[src/rtl/spinner_accum.sv]
// Rotary position accumulator for IPA1J2: merges HPS spinner deltas and timed
// digital left/right steps into one modulo-256 position word.
module spinner_accum #(
    parameter int unsigned STEP_DIV    = 25000,
    parameter int unsigned DIG_STEP    = 2,
    parameter int unsigned SCALE_SHIFT = 0
) (
    input  logic       clk_sys,
    input  logic       reset_n,
    input  logic [8:0] spinner_in,
    input  logic       dig_left,
    input  logic       dig_right,
    input  logic       enable,
    input  logic       invert,
    output logic [7:0] position,
    output logic       moved,
    output logic       direction
);

    localparam int unsigned CNT_W = $clog2(STEP_DIV + 1);
    localparam int unsigned SUM_W = 10;

    logic [8:0]       spin_q;
    logic             dl_q;
    logic             dr_q;
    logic             tog_prev;
    logic             primed;
    logic             dir_prev;
    logic [CNT_W-1:0] step_cnt;

    logic                    event_c;
    logic                    dig_active_c;
    logic                    dig_neg_c;
    logic                    dig_restart_c;
    logic                    dig_fire_c;
    logic [8:0]              mag_c;
    logic [8:0]              mag_sh_c;
    logic signed [SUM_W-1:0] mag_ext_c;
    logic signed [SUM_W-1:0] analog_c;
    logic signed [SUM_W-1:0] digital_c;
    logic signed [SUM_W-1:0] sum_c;
    logic signed [SUM_W-1:0] total_c;
    logic [CNT_W-1:0]        cnt_next_c;

    // Step computation from the registered input copies.
    always_comb begin
        event_c       = primed && (spin_q[8] != tog_prev);
        // Magnitude is 9 bits wide so that -128 becomes 128 rather than overflowing.
        mag_c         = spin_q[7] ? (~{1'b1, spin_q[7:0]}) + 9'd1 : {1'b0, spin_q[7:0]};
        mag_sh_c      = mag_c >> SCALE_SHIFT;
        mag_ext_c     = {1'b0, mag_sh_c};
        analog_c      = '0;
        if (event_c) begin
            analog_c = spin_q[7] ? -mag_ext_c : mag_ext_c;
        end

        dig_active_c  = dl_q ^ dr_q;
        dig_neg_c     = dl_q;
        dig_restart_c = (step_cnt == '0) || (dig_neg_c != dir_prev);
        dig_fire_c    = enable && dig_active_c &&
                        (dig_restart_c || (step_cnt == CNT_W'(STEP_DIV)));
        digital_c     = '0;
        if (dig_fire_c) begin
            digital_c = dig_neg_c ? -SUM_W'(DIG_STEP) : SUM_W'(DIG_STEP);
        end

        if (!enable || !dig_active_c) begin
            cnt_next_c = '0;
        end else if (dig_fire_c) begin
            cnt_next_c = CNT_W'(1);
        end else begin
            cnt_next_c = step_cnt + CNT_W'(1);
        end

        sum_c   = analog_c + digital_c;
        total_c = invert ? -sum_c : sum_c;
    end

    // Input stage, toggle tracking, step timer and position accumulator.
    always_ff @(posedge clk_sys) begin
        if (!reset_n) begin
            spin_q    <= '0;
            dl_q      <= 1'b0;
            dr_q      <= 1'b0;
            tog_prev  <= 1'b0;
            primed    <= 1'b0;
            dir_prev  <= 1'b0;
            step_cnt  <= '0;
            position  <= '0;
            moved     <= 1'b0;
            direction <= 1'b0;
        end else begin
            spin_q <= spinner_in;
            dl_q   <= dig_left;
            dr_q   <= dig_right;

            // Toggle tracking runs even while disabled so stale events are dropped.
            if (!primed) begin
                tog_prev <= spin_q[8];
                primed   <= 1'b1;
            end else if (event_c) begin
                tog_prev <= spin_q[8];
            end

            step_cnt <= cnt_next_c;
            if (dig_active_c) begin
                dir_prev <= dig_neg_c;
            end

            moved <= 1'b0;
            if (enable && (total_c != '0)) begin
                position  <= position + total_c[7:0];
                moved     <= 1'b1;
                direction <= total_c[SUM_W-1];
            end
        end
    end

endmodule

[config.mk]
export PLATFORM = sky130hd
export DESIGN_NAME = spinner_accum
export DESIGN_NICKNAME = d
export VERILOG_FILES = /design/src/rtl/spinner_accum.sv
export SDC_FILE = /design/constraint.sdc
export NUM_CORES = 1
export LEC_CHECK = 0
export CAP_MARGIN = 20
export CORE_AREA = 2 2 74 83
export DETAILED_ROUTE_END_ITERATION = 10
export DIE_AREA = 0 0 76 85
export PLACE_DENSITY = 0.78
export SKIP_CTS_REPAIR_TIMING = 1
export SLEW_MARGIN = 40
export SYNTH_ARGS = -nofsm -noshare
export SYNTH_HDL_FRONTEND = slang
export SYNTH_SLANG_ARGS = --single-unit
[constraint.sdc]
create_clock -name clk_sys -period 6.1 [get_ports clk_sys]
set_clock_uncertainty 0.05 [all_clocks]
set_input_delay 0.61 -clock clk_sys [delete_from_list [all_inputs] [get_ports clk_sys]]
set_output_delay 0.61 -clock clk_sys [all_outputs]
set_load 0.02 [all_outputs]
==> results.json <==
{
  "io_buffers": 24,
  "initial_core_util_pct": 53.3,
  "period_share_pct": 84.0,
  "synth_compound_area_share_pct": 18.0,
  "worstReg2RegStart": "spin_q[0]",
  "drc": 0,
  "htreeDepth": 2,
  "yosys_warnings": 0,
  "ios": 25,
  "rsz0062_at_grt": "false",
  "clk_pin_slew_ps": 80,
  "finalSetupViolCount": 0,
  "fin_crit_ps": 5120,
  "synth_top_area_cell": "dfxtp_1",
  "grt.total_usage_pct": 20.2,
  "finalPower_w": 0.000813,
  "regArea_um2": 781,
  "synthTopCellsByArea": "dfxtp_1 26%, ha_1 8.4%, xnor2_1 6.7%, xor2_1 5.6%, nor2_1 5.4%",
  "final_util_pct": 59.7,
  "cts_made_buffers": 5,
  "min_to": "dir_prev",
  "grt_max_degree": 33,
  "synth_top_family_by_area": "simple AND/OR/NAND/NOR gates",
  "synthCells": 363,
  "die_y_um": 85,
  "finalHoldViolations": 0,
  "synth-seq-cells": 39,
  "clock.fmax_ghz": 0.195,
  "drt_first_iter_violations": 106,
  "synth_mux_area_share_pct": 1.04,
  "async_flop_share_pct": 0,
  "fin_nets": 420,
  "slowest_delay_ps": 460,
  "path_max_fanout": 13,
  "vias": 2577,
  "max-cap-violations": 0,
  "start_kind": "flop",
  "antenna_found_initial": 0,
  "die_area_um2": 6460,
  "ant_nets": 0,
  "worst_slew_pin_slew_ps": 655,
  "worst_ep_required_time_ps": 6190,
  "gr-total-overflow": 0,
  "critPathArrivalTime_ps": 5210,
  "core_area_um2": 5620,
  "fin_ws_ps": 976,
  "maxSlewViolCount": 0,
  "wl_um": 6260,
  "power_leakage_nw": 1.34,
  "worstPathCellList": "inv_1, ha_1, or3b_2, a21oi_1, o21ai_0, xor2_1, nand2_1, xor2_1, nor2_1, ha_1, or2_2, o311a_1, o311a_1, nor2_1, mux2i_1, nand4b_1, or2_1, a32oi_1, o311ai_0",
  "num-fill-cells": 523,
  "cts_tree": "built",
  "worst-r2r-setup-slack_ps": 980,
  "ys_seq_area_share_pct": 26.1,
  "cts-root-buf": "clkbuf_8",
  "rows": 29,
  "critPathCaptureType": "flop",
  "vias_per_cell": 5.59,
  "avgSynthCellArea_um2": 8.25,
  "syn2layout_area_growth_pct": 12.1,
  "ff2ff_path_depth": 19,
  "syn_nets": 400,
  "tns_ps": 0,
  "cp_slowest_cell": "or3b_2",
  "drive_gt1_share_pct": 8.07,
  "ys.flop_type": "dfxtp_1",
  "dpl.hpwl_um": 4760,
  "clkSinkCount": 39,
  "relSlewSlack_pct": 56.1,
  "ys_types": 67,
  "wire_per_inst_um": 13.6,
  "firstDrtPassIters": 4,
  "status": "completed",
  "criticalPathCategory": "flop to flop",
  "hold_class": "flop to flop",
  "synthXorXnorAreaFrac_pct": 13.6,
  "min_from": "dir_prev",
  "synthSimpleGateAreaFrac_pct": 25.9,
  "netlist_area_um2": 3000,
  "grt_pass1_wl_um": 11000,
  "grt_pass1_vias": 2453,
  "clock_latency_ps": 290,
  "holdPathStages": 2,
  "synth_top_area_share_pct": 26.1,
  "die_x_um": 76,
  "cts.path.max_buffers": 2,
  "synth_fa_ha_area_share_pct": 9.69,
  "diodes": 0,
  "gp_congestion": 0.862,
  "power_density_nw_per_um2": 242,
  "synth-edff-count": 0,
  "place_ws_ps": 1060,
  "irDropWorstVdd_uv": 214,
  "timing.rr.end": "position[5]",
  "multi_input_area_um2": 2040
}
==> state kept, by name, indices dropped and copies added (netlist names) <==
signal     cells
step_cnt      15
spin_q         9
position       8
dig_neg_c      1
dir_prev       1
direction      1
dr_q           1
moved          1
primed         1
tog_prev       1
==> cells in the final DEF (no fill, tap or decap), drive strengths merged, types with 2 or more instances in the layout <==
master         netlist  final
or2                  6      6
mux2i                2      2
nor4                 4      4
a31oi                2      2
and2                14     14
a32oi                6      6
dfxtp               39     39
and3                 5      5
nor4b                3      3
or3                  3      3
o31ai                4      4
fa                   2      2
inv                 20     20
o22ai                3      3
xnor2               24     24
nor2b                3      3
a211oi               3      3
nand2b               2      2
o21bai               3      3
nor3                 7      7
xor2                19     19
or3b                 3      3
o311ai               6      6
a21oi               15     15
ha                  20     20
nor2                43     43
nand3b               2      2
clkdlybuf4s50        0     24
nand2               35     35
o41ai                2      2
clkbuf               4      5
o21ai               11     11
nand4                3      3
o211ai               2      2
clkinv               0      2
nand3               13     13
o311a                2      2
==> worst max-delay path by stage <==
stage / start / endpoint / slack, ps
6_report: spin_q[0] / position[5] / 980
5_1_grt: spin_q[0] / position[1] / 680
4_1_cts: spin_q[0] / position[5] / 1030
3_5_place_dp: enable / position[5] / 1060
3_3_place_gp: enable / position[2] / 1150
2_1_floorplan: spin_q[0] / position[2] / 1670
==> synth_stat cells (3+ instances only) <==
library cell / n
o311ai_0: 3
a211oi_1: 3
nor2b_1: 3
nand4_1: 3
a32oi_1: 6
o311ai_1: 3
a21oi_1: 15
or2_2: 5
o21ai_0: 11
xnor2_1: 23
and3_1: 5
buf_6: 5
nand3_1: 13
o31ai_1: 3
nor3_1: 7
ha_1: 20
dfxtp_1: 39
inv_1: 20
or3_1: 3
clkbuf_1: 4
nor2_1: 43
and2_1: 13
o22ai_1: 3
nor4_1: 4
xor2_1: 19
nand2_1: 34
o21bai_1: 3
==> cell families after synthesis <==
kind of cell,Yosys count
xor gates and xnor gates,44
DFF,39
and+or+nand+nor,151
muxes,3
buffers and inverters,32
AOI/OAI and AO/OA,72
adders and majority gates,22
==> worst max-delay path: cells and delay by family (launching register included) <==
kind | cells | cell delay (ps)
XOR/XNOR | 2 | 400
AO/OA/AOI/OAI | 6 | 1190
flip-flops | 1 | 400
adder cells (fa/ha/maj) | 2 | 660
multiplexers | 1 | 320
buffers and inverters | 1 | 120
AND/OR/NAND/NOR | 7 | 1820
==> per-stage QoR <==
| step | instances | hold WS, ps | area (um2) |
|---|---|---|---|
| final | 461 | 436 | 3360 |
| after global routing | 461 | 450 | 3360 |
| after CTS | 461 | 436 | 3360 |
| after detailed placement | 453 | 421 | 3240 |
| after global placement | 453 | 412 | 3240 |
| after floorplan | 363 | 400 | 3000 |
==> routing by layer <==
metal | GRT usage (%) | vias up | share of wire [%]
li1 | - | 1329 | -
met1 | 25.4 | 1205 | 48
met2 | 35.2 | 35 | 47
met3 | 3.72 | 8 | 2.8
met4 | 6.78 | 0 | 1.6
met5 | 0 | - | 0
==> where the power goes <==
part | total (W) | internal, W | switching, W
Combinational | 0.000291 | 0.000135 | 0.000156
Sequential | 0.000309 | 0.000277 | 0.0000313
Clock | 0.000214 | 0.000122 | 0.0000921
==> cell type report <==
cell class	instances	area share, %
Multi-Input combinational cell	292	60.9
Sequential cell	39	23.3
Timing Repair Buffer	25	7.38
Tap cell	77	2.87
Inverter	20	2.24
Clock buffer	5	2.05
Clock inverter	3	1.30
Power figures use the tool's default switching activity.
